[src/rtl/rgb565_grayscale_multi_ise_if.sv]
// rgb565_grayscale_multi_ise_if
//   Custom-instruction bus between the CPU and the grayscale unit.
//   master: CPU side (drives start/iseId/valueA/valueB, receives done/result)
//   slave : instruction unit side
//   start  - one-cycle request strobe
//   iseId  - custom instruction number of the current request
//   valueA - first operand word
//   valueB - second operand word
//   done   - one-cycle completion pulse
//   result - result word, zero whenever done is low
interface rgb565_grayscale_multi_ise_if;
  logic        start;
  logic [7:0]  iseId;
  logic [31:0] valueA;
  logic [31:0] valueB;
  logic        done;
  logic [31:0] result;

  modport master (output start, iseId, valueA, valueB, input done, result);
  modport slave  (input start, iseId, valueA, valueB, output done, result);
endinterface

[src/rtl/rgb565_grayscale_multi_ise.sv]
// rgb565_grayscale_multi_ise
//   Clocked RGB565 -> 8-bit luma custom instruction. The convert opcode turns
//   four packed pixels into four gray bytes, LANES pixels per clock. The
//   config opcode (customInstructionId+1) reprograms the R/G/B weights and
//   returns the previous weights.
//   Optional macro RGB565_GRAY_SATURATE_EN: clamp luma at 255 instead of
//   wrapping to the low 8 bits.
// Ports:
//   clock - system clock, rising edge
//   reset - synchronous active-high reset
//   bus   - custom-instruction bus (slave modport)
module rgb565_grayscale_multi_ise #(
  parameter logic [7:0] customInstructionId = 8'd13,
  parameter int         LANES               = 1,
  parameter logic [7:0] DEFAULT_RW          = 8'd77,
  parameter logic [7:0] DEFAULT_GW          = 8'd150,
  parameter logic [7:0] DEFAULT_BW          = 8'd29
) (
  input logic                          clock,
  input logic                          reset,
  rgb565_grayscale_multi_ise_if.slave  bus
);

  if (LANES != 1 && LANES != 2 && LANES != 4) begin : g_bad_lanes
    $error("rgb565_grayscale_multi_ise: LANES must be 1, 2 or 4");
  end

  typedef enum logic [1:0] {IDLE, CONVERT, DONE} state_t;

  localparam logic [7:0] CONFIG_ID = customInstructionId + 8'd1;
  // Lane-0 pixel index of the final CONVERT cycle.
  localparam logic [1:0] LAST_IDX  = 2'(4 - LANES);
  localparam logic [1:0] IDX_STEP  = 2'(LANES);

  state_t      state, state_nxt;
  logic [1:0]  idx;
  logic [15:0] pix_q [4];
  logic [31:0] hold_q;
  logic [7:0]  rw_q, gw_q, bw_q;

  logic        cvt_hit, cfg_hit;
  logic [7:0]  lane_gray [LANES];
  logic [1:0]  lane_idx  [LANES];

  assign cvt_hit = bus.start && (state == IDLE) && (bus.iseId == customInstructionId);
  assign cfg_hit = bus.start && (state == IDLE) && (bus.iseId == CONFIG_ID);

  // One luma datapath per lane; lane l handles pixel idx+l this cycle.
  for (genvar l = 0; l < LANES; l++) begin : g_lane
    logic [1:0]  pix_idx;
    logic [15:0] px;
    logic [7:0]  r8, g8, b8;
    logic [17:0] sum;
    logic [9:0]  quot;
    logic        unused_bits;

    assign pix_idx = idx + 2'(l);
    assign px      = pix_q[pix_idx];
    // Bit replication so that full-scale 5/6-bit channels map to 255.
    assign r8      = {px[15:11], px[15:13]};
    assign g8      = {px[10:5],  px[10:9]};
    assign b8      = {px[4:0],   px[4:2]};
    assign sum     = ({10'd0, r8} * {10'd0, rw_q})
                   + ({10'd0, g8} * {10'd0, gw_q})
                   + ({10'd0, b8} * {10'd0, bw_q});
    assign quot    = sum[17:8];
`ifdef RGB565_GRAY_SATURATE_EN
    assign lane_gray[l] = (quot > 10'd255) ? 8'hFF : quot[7:0];
    assign unused_bits  = ^sum[7:0];
`else
    assign lane_gray[l] = quot[7:0];
    assign unused_bits  = ^{sum[7:0], quot[9:8]};
`endif
    assign lane_idx[l]  = pix_idx;
  end

  // Next-state logic: convert runs 4/LANES cycles, config goes straight to DONE.
  always_comb begin
    state_nxt = state;
    case (state)
      IDLE: begin
        if (cvt_hit)      state_nxt = CONVERT;
        else if (cfg_hit) state_nxt = DONE;
      end
      CONVERT: if (idx == LAST_IDX) state_nxt = DONE;
      DONE:    state_nxt = IDLE;
      default: state_nxt = IDLE;
    endcase
  end

  // State, operands, weights and the result holding register.
  always_ff @(posedge clock) begin
    if (reset) begin
      state  <= IDLE;
      idx    <= '0;
      hold_q <= '0;
      rw_q   <= DEFAULT_RW;
      gw_q   <= DEFAULT_GW;
      bw_q   <= DEFAULT_BW;
      for (int i = 0; i < 4; i++) pix_q[i] <= '0;
    end else begin
      state <= state_nxt;
      case (state)
        IDLE: begin
          if (cvt_hit) begin
            pix_q[0] <= bus.valueA[15:0];
            pix_q[1] <= bus.valueA[31:16];
            pix_q[2] <= bus.valueB[15:0];
            pix_q[3] <= bus.valueB[31:16];
            idx      <= '0;
          end else if (cfg_hit) begin
            // Old weights are returned; new ones take effect at the same edge.
            hold_q <= {8'd0, bw_q, gw_q, rw_q};
            if (bus.valueA[31]) begin
              rw_q <= DEFAULT_RW;
              gw_q <= DEFAULT_GW;
              bw_q <= DEFAULT_BW;
            end else begin
              rw_q <= bus.valueA[7:0];
              gw_q <= bus.valueA[15:8];
              bw_q <= bus.valueA[23:16];
            end
          end
        end
        CONVERT: begin
          for (int l = 0; l < LANES; l++) begin
            hold_q[{lane_idx[l], 3'b000} +: 8] <= lane_gray[l];
          end
          // Wraps back to 0 after the last step, ready for the next convert.
          idx <= idx + IDX_STEP;
        end
        default: ;
      endcase
    end
  end

  assign bus.done   = (state == DONE);
  assign bus.result = (state == DONE) ? hold_q : '0;

endmodule

[src/flat_wrapper.sv]
// flat-port wrapper written by rule: the top's interface ports become plain ports
module rgb565_grayscale_multi_ise_flat 
#(
  parameter logic [7:0] customInstructionId = 8'd13,
  parameter int         LANES               = 1,
  parameter logic [7:0] DEFAULT_RW          = 8'd77,
  parameter logic [7:0] DEFAULT_GW          = 8'd150,
  parameter logic [7:0] DEFAULT_BW          = 8'd29
)
  (clock, reset, bus_start, bus_iseId, bus_valueA, bus_valueB, bus_done, bus_result);
  rgb565_grayscale_multi_ise_if bus_i ();
  input logic clock;
  input logic reset;
  input wire logic [$bits(bus_i.start)-1:0] bus_start;
  input wire logic [$bits(bus_i.iseId)-1:0] bus_iseId;
  input wire logic [$bits(bus_i.valueA)-1:0] bus_valueA;
  input wire logic [$bits(bus_i.valueB)-1:0] bus_valueB;
  output wire logic [$bits(bus_i.done)-1:0] bus_done;
  output wire logic [$bits(bus_i.result)-1:0] bus_result;
  assign bus_i.start = bus_start;
  assign bus_i.iseId = bus_iseId;
  assign bus_i.valueA = bus_valueA;
  assign bus_i.valueB = bus_valueB;
  assign bus_done = bus_i.done;
  assign bus_result = bus_i.result;
  rgb565_grayscale_multi_ise #(.customInstructionId(customInstructionId), .LANES(LANES), .DEFAULT_RW(DEFAULT_RW), .DEFAULT_GW(DEFAULT_GW), .DEFAULT_BW(DEFAULT_BW)) u_core (.clock(clock), .reset(reset), .bus(bus_i));
endmodule
[config.mk]
export PLATFORM = sky130hd
export DESIGN_NAME = rgb565_grayscale_multi_ise_flat
export DESIGN_NICKNAME = d
export VERILOG_FILES = /design/src/rtl/rgb565_grayscale_multi_ise_if.sv /design/src/rtl/rgb565_grayscale_multi_ise.sv /design/src/flat_wrapper.sv
export SDC_FILE = /design/constraint.sdc
export NUM_CORES = 1
export LEC_CHECK = 0
export CORE_MARGIN = 5
export CORE_UTILIZATION = 45
export CTS_BUF_LIST = sky130_fd_sc_hd__clkbuf_2 sky130_fd_sc_hd__clkbuf_4 sky130_fd_sc_hd__clkbuf_8
export DETAILED_ROUTE_END_ITERATION = 12
export GPL_TIMING_DRIVEN = 0
export HOLD_SLACK_MARGIN = 0.05
export PLACE_DENSITY = 0.68
export SYNTH_ARGS = -nofsm -noshare
export SYNTH_HDL_FRONTEND = slang
export SYNTH_SLANG_ARGS = --single-unit
[constraint.sdc]
create_clock -name clock -period 17.95 [get_ports clock]
set_clock_uncertainty 0.15 [all_clocks]
set_input_delay 2.6925 -clock clock [delete_from_list [all_inputs] [get_ports clock]]
set_output_delay 2.6925 -clock clock [all_outputs]
set_load 0.01 [all_outputs]
-- Word-level counts from Yosys, hierarchy flattened
Memory sizes are Yosys's and may differ from the RTL's. A register that Yosys moved wholly into a read port is not among the register bits.
Index checks and enable logic that the tools add are counted.
- output and inout bits: 33
- input bits: 75
- memories: 1
- bits in registers: 60
- memory bits (writable): 64
- logic and storage cells: 66
- $mul: 3
- bitwise operators: 5
- equal/unequal tests: 10
- add/sub/neg operators: 4
- reduce and logical (&&, ||, !) cells: 9
- shift-type cells: 2
- mux-type cells: 26
- memory list (memory ; words ; bits a word ; rd ports ; clocked after Yosys merged registers in ; write ports ; RTL line ; text):
    u_core.pix_q ; 4 ; 16 ; 1 ; 1 ; 4 ; rgb565_grayscale_multi_ise.sv:37 ; logic [15:0] pix_q [4];
- operator list (kind ; count):
    2-to-1 mux 32 bit ; 3
    2-to-1 mux 16 bit ; 4
    case mux 32 bit (2 select lines) ; 1
    multiplier 8 x 8 -> 16 bit ; 3
    adder 16 bit ; 2
    bitwise mux 32 bit ; 1
    variable shift 8 x 7 -> 32 bit (first input constant) ; 1
    variable part select 8 x 7 -> 32 bit ; 1
    2-to-1 mux 8 bit ; 3
    == test 8 x 4 -> 1 bit (second input constant) ; 2
    2-to-1 mux 2 bit ; 6
    case mux 2 bit (2 select lines) ; 2
    negator 5 -> 7 bit ; 1
    2-to-1 mux 1 bit ; 6
    inequality test 2 x 1 -> 1 bit (second input constant) ; 3
    AND reduction 3 bit ; 2
    == test 2 bit (second input constant) ; 2
    OR 1 bit ; 4
    AND reduction 2 bit ; 2
    logical AND 1 bit ; 3
    inequality test 3 x 1 -> 1 bit (second input constant) ; 1
    adder 2 x 1 -> 2 bit (second input constant) ; 1
    == test 2 x 1 -> 1 bit (second input constant) ; 1
    zero test 2 bit ; 1
    3 further kinds ; 3

-- Longest topological paths before layout
Gate-level depths: netlist (run 1).
- depth in word-level cells: 8
- depth in mapped cells: 25
- mapped depth without buffers: 23

-- Least setup slack after synthesis (run 1)
No wires, ideal clock.
- kind: register to register
- from: reg with a tool-made name
- to: reg u_core.hold_q[21]
- setup time: 117 ps
- slack: 10586 ps
- buffers on the path: 2
- period minus slack after synthesis: 7364 ps
- cell stages (with the launch flop): 23
- data required time: 17683 ps
- data arrival time: 7098 ps
- cells stage by stage: dfxtp_1 > buf_2 > buf_2 > mux4_2 > and2_1 > fa_1 > fa_1 > inv_1 > fa_1 > fa_1 > inv_1 > fa_1 > fa_1 > inv_1 > fa_1 > inv_1 > ha_1 > and3_1 > a221o_1 > a31oi_1 > nor4_1 > or3_1 > a22o_1
- RTL lines (element ; RTL line ; text):
    end signal, assigned ; rgb565_grayscale_multi_ise.sv:113 ; hold_q <= {8'd0, bw_q, gw_q, rw_q};
    end signal, assigned by index ; rgb565_grayscale_multi_ise.sv:127 ; hold_q[{lane_idx[l], 3'b000} +: 8] <= lane_gray[l];
    end, declared ; rgb565_grayscale_multi_ise.sv:38 ; logic [31:0] hold_q;

==> impl_results.md, run 1 <==
- Post-Route WL: 32300 um
- Main synth FF type: edfxtp_1
- Most common cell in the netlist: inv_1
- Synth Net Count: 1500
- Crit. End Element: flip-flop
- HP Class: reg -> reg
- Grt met1 use: 0.308
- YS warnings: 0
- Residual DRC count: 0
- Layout cells sized above 1: 0.0553
- FF+latch area: ~0.0032 mm2
- Die area: 0.0298 mm2
- Max-cap violation count: 0
- Complex-gate fraction of the synthesized area: 0.0756
- Routed WL per cell: 19.5 um
- CP Data Arrival Time: 8.96 ns
- Fill count: 2410
- Fin crit share: 0.490
- Multi-input combinational cell area: around 0.0077 mm2
- Synth Register Bits: 126
- Slew HR: 0.312
- Global-route usage over all layers: 0.218
- Slew Limit Fails: 0
- Synth top area cells: fa_1 (26%), edfxtp_1 (16%), dfxtp_1 (10%)
- Number of global-route vias before repair: about 9k
- Syn Area/Cell: 10.1 um2
- Worst VDD drop: ~100 uV
- Total gr overflow: 0
- Final critical-path required period: 8.80 ns
- Largest net degree at the start of global routing: 65
- # rows: 59
- TNS Setup: 0 ns
- Routability cong.: ~0.94
- # hold bufs at CTS: 0
- Fmax achieved: approximately 110 MHz
- 1st-iter DRT viols: 622
- FF-to-FF setup slack: 9.15 ns
- Effective utilization at floorplan: 0.456
- Met3 usage: 0.0459
- Clock transition at path regs: 0.08 ns
- Post-Synthesis Cells: 1182
- Die width: 173 um
- Worst-skew pair later-pin latency: 0.45 ns
- CTS Buf Count: 17
- Die H: 173 um
- H-tree depth: 4
- Yosys top cell area share: 0.258
- Startpoint type of the worst setup path: flip-flop
- Antenna violations before repair: 0
- Post_cts resized: 0
- Number of buffers added on ports: 107
- Area Growth Syn to Fin: 16.2%
- Seq/Total Area, Yosys: 0.266
- Outcome: complete, no violations
- Final Hold Fails: 0
- Worst Path Max Fanout: 10
- Netlist cell types: 66
- Netlist Area Pre-Place: between 0.01 and 0.015 mm2
- Xor/xnor cell area share of the yosys netlist: 0.00884
- Number of top-level pins: 108
- GRT busiest layer: met2
- Post-DP HPWL: 26900 um
- Global-route wire length before repair: roughly 50000 um
- Setup Viol. Count Final: 0
- Routed Antenna Nets: 0
- Synth top cells by count: inv_1 (219), and2_1 (184), fa_1 (153), ha_1 (90), nand2_1 (82)
- Pre-antenna DRT Iters: 5
- Clock root buffer: clkbuf_8
- Nets@finish: 1626
- Main combinational cell family by area after synthesis: adder cells
- Via Count: 8832
- FFs w/ async S/R, synth: 0
- Post-CTS Setup Inserts: 0
- Mux share of post-synthesis cell area: 0.0320
- Synth area leader: fa_1
- Crit Path Class: reg -> reg
- CP required: 18.10 ns
- ANT cells: 0
- Detail-routed via count per cell: ~5.3
- Adder-cell share of the synthesized area: 0.353
- Worst-Margin Slew: between 1 and 1.5 ns
- Setup repair after global routing missed its margin: false
- CTS tree: built
- Core ar.: 0.0261 mm2
- Synth Area in Simple Gates: 0.181
- Cell Pwr Density: approximately 94 mW/mm2
- Fin area: roughly 0.014 mm2
- Post-synth EDFFs: between 60 and 70
- Clk sinks: 126
- GR Util met2: 0.342
- DP Area: 0.0134 mm2
- Clock buffer depth: 2
- LEAKAGE: 6.13 nW
registers in the layout, summed over array words and instances (netlist names), named ones only:
register / cells
u_core.hold_q: 32
u_core.pix_q: 64
u_core.gw_q: 8
u_core.rw_q: 8
u_core.bw_q: 8
u_core.state: 2
u_core.idx: 2
critical path: stages, from the launching register on:
cell and delay (ns):
dfxtp_1 0.31, clkbuf_1 0.51, buf_1 0.57, nor2_1 0.10, a21oi_1 0.63, nand2_1 0.29, fa_1 0.59, inv_1 0.06
fa_1 0.57, fa_1 0.44, fa_1 0.54, fa_1 0.44, fa_1 0.49, inv_1 0.05, fa_1 0.50, inv_1 0.05
ha_1 0.34, and3_1 0.22, a221o_1 0.31, a31oi_1 0.51, o21ai_0 0.35, xnor2_1 0.51, o31ai_1 0.13
path summary, 6_finish.rpt:
path	from	endpoint	cells after the start
hold reg to reg	u_core.hold_q[26]	u_core.hold_q[26]	1
hold / removal	u_core.hold_q[26]	u_core.hold_q[26]	1
setup / recovery	flip-flop	u_core.hold_q[12]	22
setup reg to reg	flip-flop	u_core.hold_q[12]	22
per-layer routing:
layer / wire length (um) / part of all wire / vias to the layer above
li1: - / - / 4079
met1: 14200 / 0.44 / 4354
met2: 14500 / 0.45 / 339
met3: 2590 / 0.080 / 60
met4: 966 / 0.030 / 0
met5: 0 / 0 / -
layout make-up:
type | count | area share
timing repair buffer | 107 | 0.0776
clock buffer | 18 | 0.0175
clock inverter | 14 | 0.0131
tap | 335 | 0.0304
sequential | 126 | 0.229
inverter | 219 | 0.0596
multi-input combinational | 798 | 0.560
buffer | 39 | 0.0122
cells in the final DEF, fill, tap and decap left out, types with 10 or more instances in the layout:
master           netlist  final
mux4_2                15     15
fa_1                 153    153
o21bai_1              14     14
nand2_1               82     82
nor3_1                21     21
o21ai_0               17     17
and2_1               184    184
nand3_1               10     10
clkdlybuf4s50_1        0    107
clkbuf_8               0     17
clkbuf_1              24     24
ha_1                  90     90
a21oi_1               41     41
nand3b_1              15     15
dfxtp_1               62     62
xnor2_1               12     12
edfxtp_1              64     64
inv_1                219    219
nor2_1                45     45
cells by family (layout without fill, tap and decap cells):
| logic type | count (synthesis) | after routing |
|---|---|---|
| buffers and inverters | 258 | 397 |
| AO/OA/AOI/OAI | 132 | 132 |
| multiplexers | 19 | 19 |
| flip-flops | 126 | 126 |
| adder cells (fa/ha/maj) | 243 | 243 |
| AND/OR/NAND/NOR | 392 | 392 |
| XOR/XNOR | 12 | 12 |
power breakdown:
part | total, mW | leakage (nW) | internal, mW | switching [mW]
clock | 0.271 | 0.206 | 0.142 | 0.129
combinational | 0.715 | 4.76 | 0.261 | 0.454
sequential | 0.308 | 1.16 | 0.307 | 0.00168
per-stage QoR:
stage	worst slack, ns	power (mW)	hold slack, ns	instances	utilization
finish	9.15	1.29	0.309	1656	0.530
CTS	9.16	1.29	0.311	1656	0.530
global placement	9.28	1.02	0.282	1624	0.513
global route	8.67	1.40	0.340	1656	0.530
detailed placement	9.21	1.02	0.290	1624	0.513
floorplan	10.59	0.825	0.267	1182	-
Note: power is estimated with default switching activity, not from simulation.
==> inputs of run 2 (changes only) <==
--- a/config.mk
+++ b/config.mk
@@ -11,7 +11,7 @@
 export DETAILED_ROUTE_END_ITERATION = 12
 export GPL_TIMING_DRIVEN = 0
 export HOLD_SLACK_MARGIN = 0.05
-export PLACE_DENSITY = 0.68
+export PLACE_DENSITY = 0.7
 export SYNTH_ARGS = -nofsm -noshare
 export SYNTH_HDL_FRONTEND = slang
 export SYNTH_SLANG_ARGS = --single-unit
==> constraint.sdc (replaced) <==
create_clock -name clock -period 7.4 [get_ports clock]
set_clock_uncertainty 0.15 [all_clocks]
set_input_delay 1.11 -clock clock [delete_from_list [all_inputs] [get_ports clock]]
set_output_delay 1.11 -clock clock [all_outputs]
set_load 0.01 [all_outputs]
==> run 2 against run 1 <==
  * Via count increased by 0.46%
  * Clock-buffer cell count decreased by 1
  * Fmax increased by 21%
  * Non-clock buffer count increased by 19
  * Critical path type unchanged
  * Largest cell class unchanged
  * Largest power group unchanged
==> impl_results.md, run 2 (synthesized netlist as in run 1, its figures left out) <==
- Clock transition at path regs: 0.09 ns (was 0.08 ns)
- Largest net degree at the start of global routing: 65 (unchanged)
- CTS tree: built (unchanged)
- Routed Antenna Nets: 0 (unchanged)
- Max FFs per register: 64 (unchanged)
- Routability cong.: 0.973 (was 0.939)
- Worst-Margin Slew: 0.975 ns (was 1.03 ns)
- Worst-skew pair later-pin latency: 0.45 ns (about the same)
- Fin cells: 1675 (was 1656)
- Startpoint type of the worst setup path: flip-flop (unchanged)
- Area Growth Syn to Fin: 19.4% (was 16.2%)
- Cell Pwr Density: 241 mW/mm2 (was 93.7 mW/mm2)
- CP required: 7.61 ns (was 18.10 ns)
- Via Count: 8873 (was 8832)
- Crit-path most repeated cell: fa_1 (unchanged)
- Worst VDD drop: 319 uV (was 99.7 uV)
- Number of top-level pins: 108 (unchanged)
- Layout cells sized above 1: 0.102 (was 0.0553)
- Max-cap violation count: 0 (unchanged)
- Place WS: -1.17 ns (was 9.21 ns)
- Number of global-route vias before repair: 9100 (was 8953)
- Slowest cell on crit path: mux4_2 (was a21oi_1)
- Die width: 173 um (unchanged)
- P_int: 1.89 mW (was 0.709 mW)
- Clk sinks: 126 (unchanged)
- R2R Path End: u_core.hold_q[21] (was u_core.hold_q[12])
- Routed WL per cell: 19.4 um (was 19.5 um)
- FF-to-FF setup slack: 0.13 ns (was 9.15 ns)
- Global-route usage over all layers: 0.220 (was 0.218)
- Final critical-path required period: 7.27 ns (was 8.80 ns)
- Logic pwr share: 0.614 (was 0.553)
- Crit Path Class: reg -> reg (unchanged)
- Slowest Stage Delay on Critical Path: 0.64 ns (was 0.63 ns)
- Worst Path Max Fanout: 8 (was 10)
- WHS: 0.309 ns (about the same)
- # rows: 59 (unchanged)
- Fin area: 0.0142 mm2 (was 0.0138 mm2)
- DP Area: 0.0134 mm2 (unchanged)
- Final Hold Fails: 0 (unchanged)
- Largest register by flop count: u_core.pix_q (unchanged)
- Seq pwr share: 0.219 (was 0.238)
- Outcome: complete, no violations (unchanged)
- ANT cells: 0 (unchanged)
- Sw Pwr: 1.53 mW (was 0.585 mW)
- HP Class: reg -> reg (unchanged)
- Pre-antenna DRT Iters: 5 (unchanged)
- Residual DRC count: 0 (unchanged)
- Slack of the critical path: 0.131 ns (was 9.15 ns)
- H-tree depth: 4 (unchanged)
- Layout Utilization: 0.545 (was 0.530)
- Setup crit end: u_core.hold_q[21] (was u_core.hold_q[12])
- Slew HR: 0.343 (was 0.312)
- Post-DP HPWL: 26600 um (was 26900 um)
- Commonest non-fill, non-tap cells in the layout: inv_1 (219), and2_1 (170), fa_1 (149) (was inv_1 (219), and2_1 (184), fa_1 (153))
- Number of buffers added on ports: 107 (unchanged)
- CTS Buf Count: 17 (unchanged)
- Critical-path cell list: buf_6, buf_12, mux4_2, and2_4, fa_2, fa_1, inv_1, fa_1, fa_1, inv_1, fa_1, fa_1, fa_1, ha_4, a21o_1, a221o_1, a31oi_4, buf_12, nor4_2, or3_4, a22o_1 (was clkbuf_1, buf_1, nor2_1, a21oi_1, nand2_1, fa_1, inv_1, fa_1, fa_1, fa_1, fa_1, fa_1, inv_1, fa_1, inv_1, ha_1, and3_1, a221o_1, a31oi_1, o21ai_0, xnor2_1, o31ai_1)
- Effective utilization at floorplan: 0.456 (unchanged)
- 1st-iter DRT viols: 663 (was 622)
- Die H: 173 um (unchanged)
- CP Data Arrival Time: 7.47 ns (was 8.96 ns)
- Clock root buffer: clkbuf_8 (unchanged)
- Post-Route WL: 32500 um (was 32300 um)
- Fill count: 2361 (was 2410)
- Clk pwr share: 0.168 (was 0.209)
- Crit. End Element: flip-flop (unchanged)
- Nets@finish: 1645 (was 1626)
- Core ar.: 0.0261 mm2 (unchanged)
- Largest registers: u_core.pix_q x64, u_core.hold_q x32 (unchanged)
- Global-route wire length before repair: 51200 um (was 50800 um)
- Clock buffer depth: 2 (unchanged)
- Crit path depth: 21 (was 22)
- Fmax achieved: 138 MHz (was 114 MHz)
- Antenna violations before repair: 0 (unchanged)
- Sw Ratio: 0.449 (was 0.452)
- Most common cell after layout, fill and taps aside: inv_1 (unchanged)
- Total gr overflow: 0 (unchanged)
- Crit-path leading delay family: adder cells (unchanged)
- Fin crit share: 0.982 (was 0.490)
- Buf/Inv on CP: 5 (unchanged)
- Detail-routed via count per cell: 5.30 (was 5.33)
- Slew Limit Fails: 0 (unchanged)
- Inst Count DP: 1624 (unchanged)
- Worst Reg-to-Reg Cells: 21 (was 22)
- Die area: 0.0298 mm2 (unchanged)
- LEAKAGE: 6.28 nW (was 6.13 nW)
- Setup Viol. Count Final: 0 (unchanged)
run 2: stage by stage:
stage          TNS (ns)  power [mW]
6_report              0        3.42
3_3_place_gp     -24.78        2.44
2_1_floorplan         0        2.00
3_5_place_dp     -23.82        2.46
4_1_cts        -0.00940        3.17
5_1_grt         -0.0987        3.69
run 2: repair_timing:
| action | CTS | global route |
|---|---|---|
| gates cloned | 0 | 1 |
| pin swaps | 1 | 14 |
| hold buffers | 0 | 0 |
| gates resized for setup | 22 | 38 |
| endpoints found under the setup margin | 32 | 28 |
| setup buffers | 5 | 17 |
run 2: power by group through the flow:
stage	Sequential, mW	Clock, mW	Combinational (mW)
2_1_floorplan	0.763	0	1.24
3_3_place_gp	0.764	0	1.68
3_5_place_dp	0.764	0	1.70
4_1_cts	0.748	0.577	1.84
5_1_grt	0.749	0.611	2.33
6_report	0.748	0.574	2.10
run 2: area by class of cell:
cell class,instances,area [um2],share of cell area
multi-input cells,798,7950,0.560
flip-flops and latches,126,3170,0.223
repair buffers,130,1290,0.0909
inverters,219,822,0.0579
well taps,335,419,0.0295
clock buffers,17,234,0.0165
plain buffers,35,179,0.0126
clock inverters,15,131,0.00926
run 2: worst min path at each step:
stage,cells after the start,slack (ns),endpoint,start
finish,2,0.31,u_core.hold_q[28],u_core.hold_q[28]
global route,1,0.35,u_core.hold_q[26],u_core.hold_q[26]
CTS,1,0.31,u_core.hold_q[26],u_core.hold_q[26]
global placement,1,0.28,u_core.hold_q[26],u_core.hold_q[26]
detailed placement,1,0.28,u_core.hold_q[26],u_core.hold_q[26]
floorplan,2,0.27,u_core.hold_q[27],u_core.hold_q[27]
run 2: layer usage:
metal / share of wire / up-vias / GRT usage
li1: - / 4110 / -
met3: 0.071 / 33 / 0.0498
met4: 0.014 / 0 / 0.0449
met2: 0.47 / 309 / 0.351
met5: 0 / - / 0
met1: 0.44 / 4421 / 0.310
run 2: worst min-delay path: cells and delay by family, from the launching register on:
| kind | cells | cell delay, ns |
|---|---|---|
| simple gates | 1 | 0.05 |
| flops | 1 | 0.33 |
| compound gates | 1 | 0.05 |
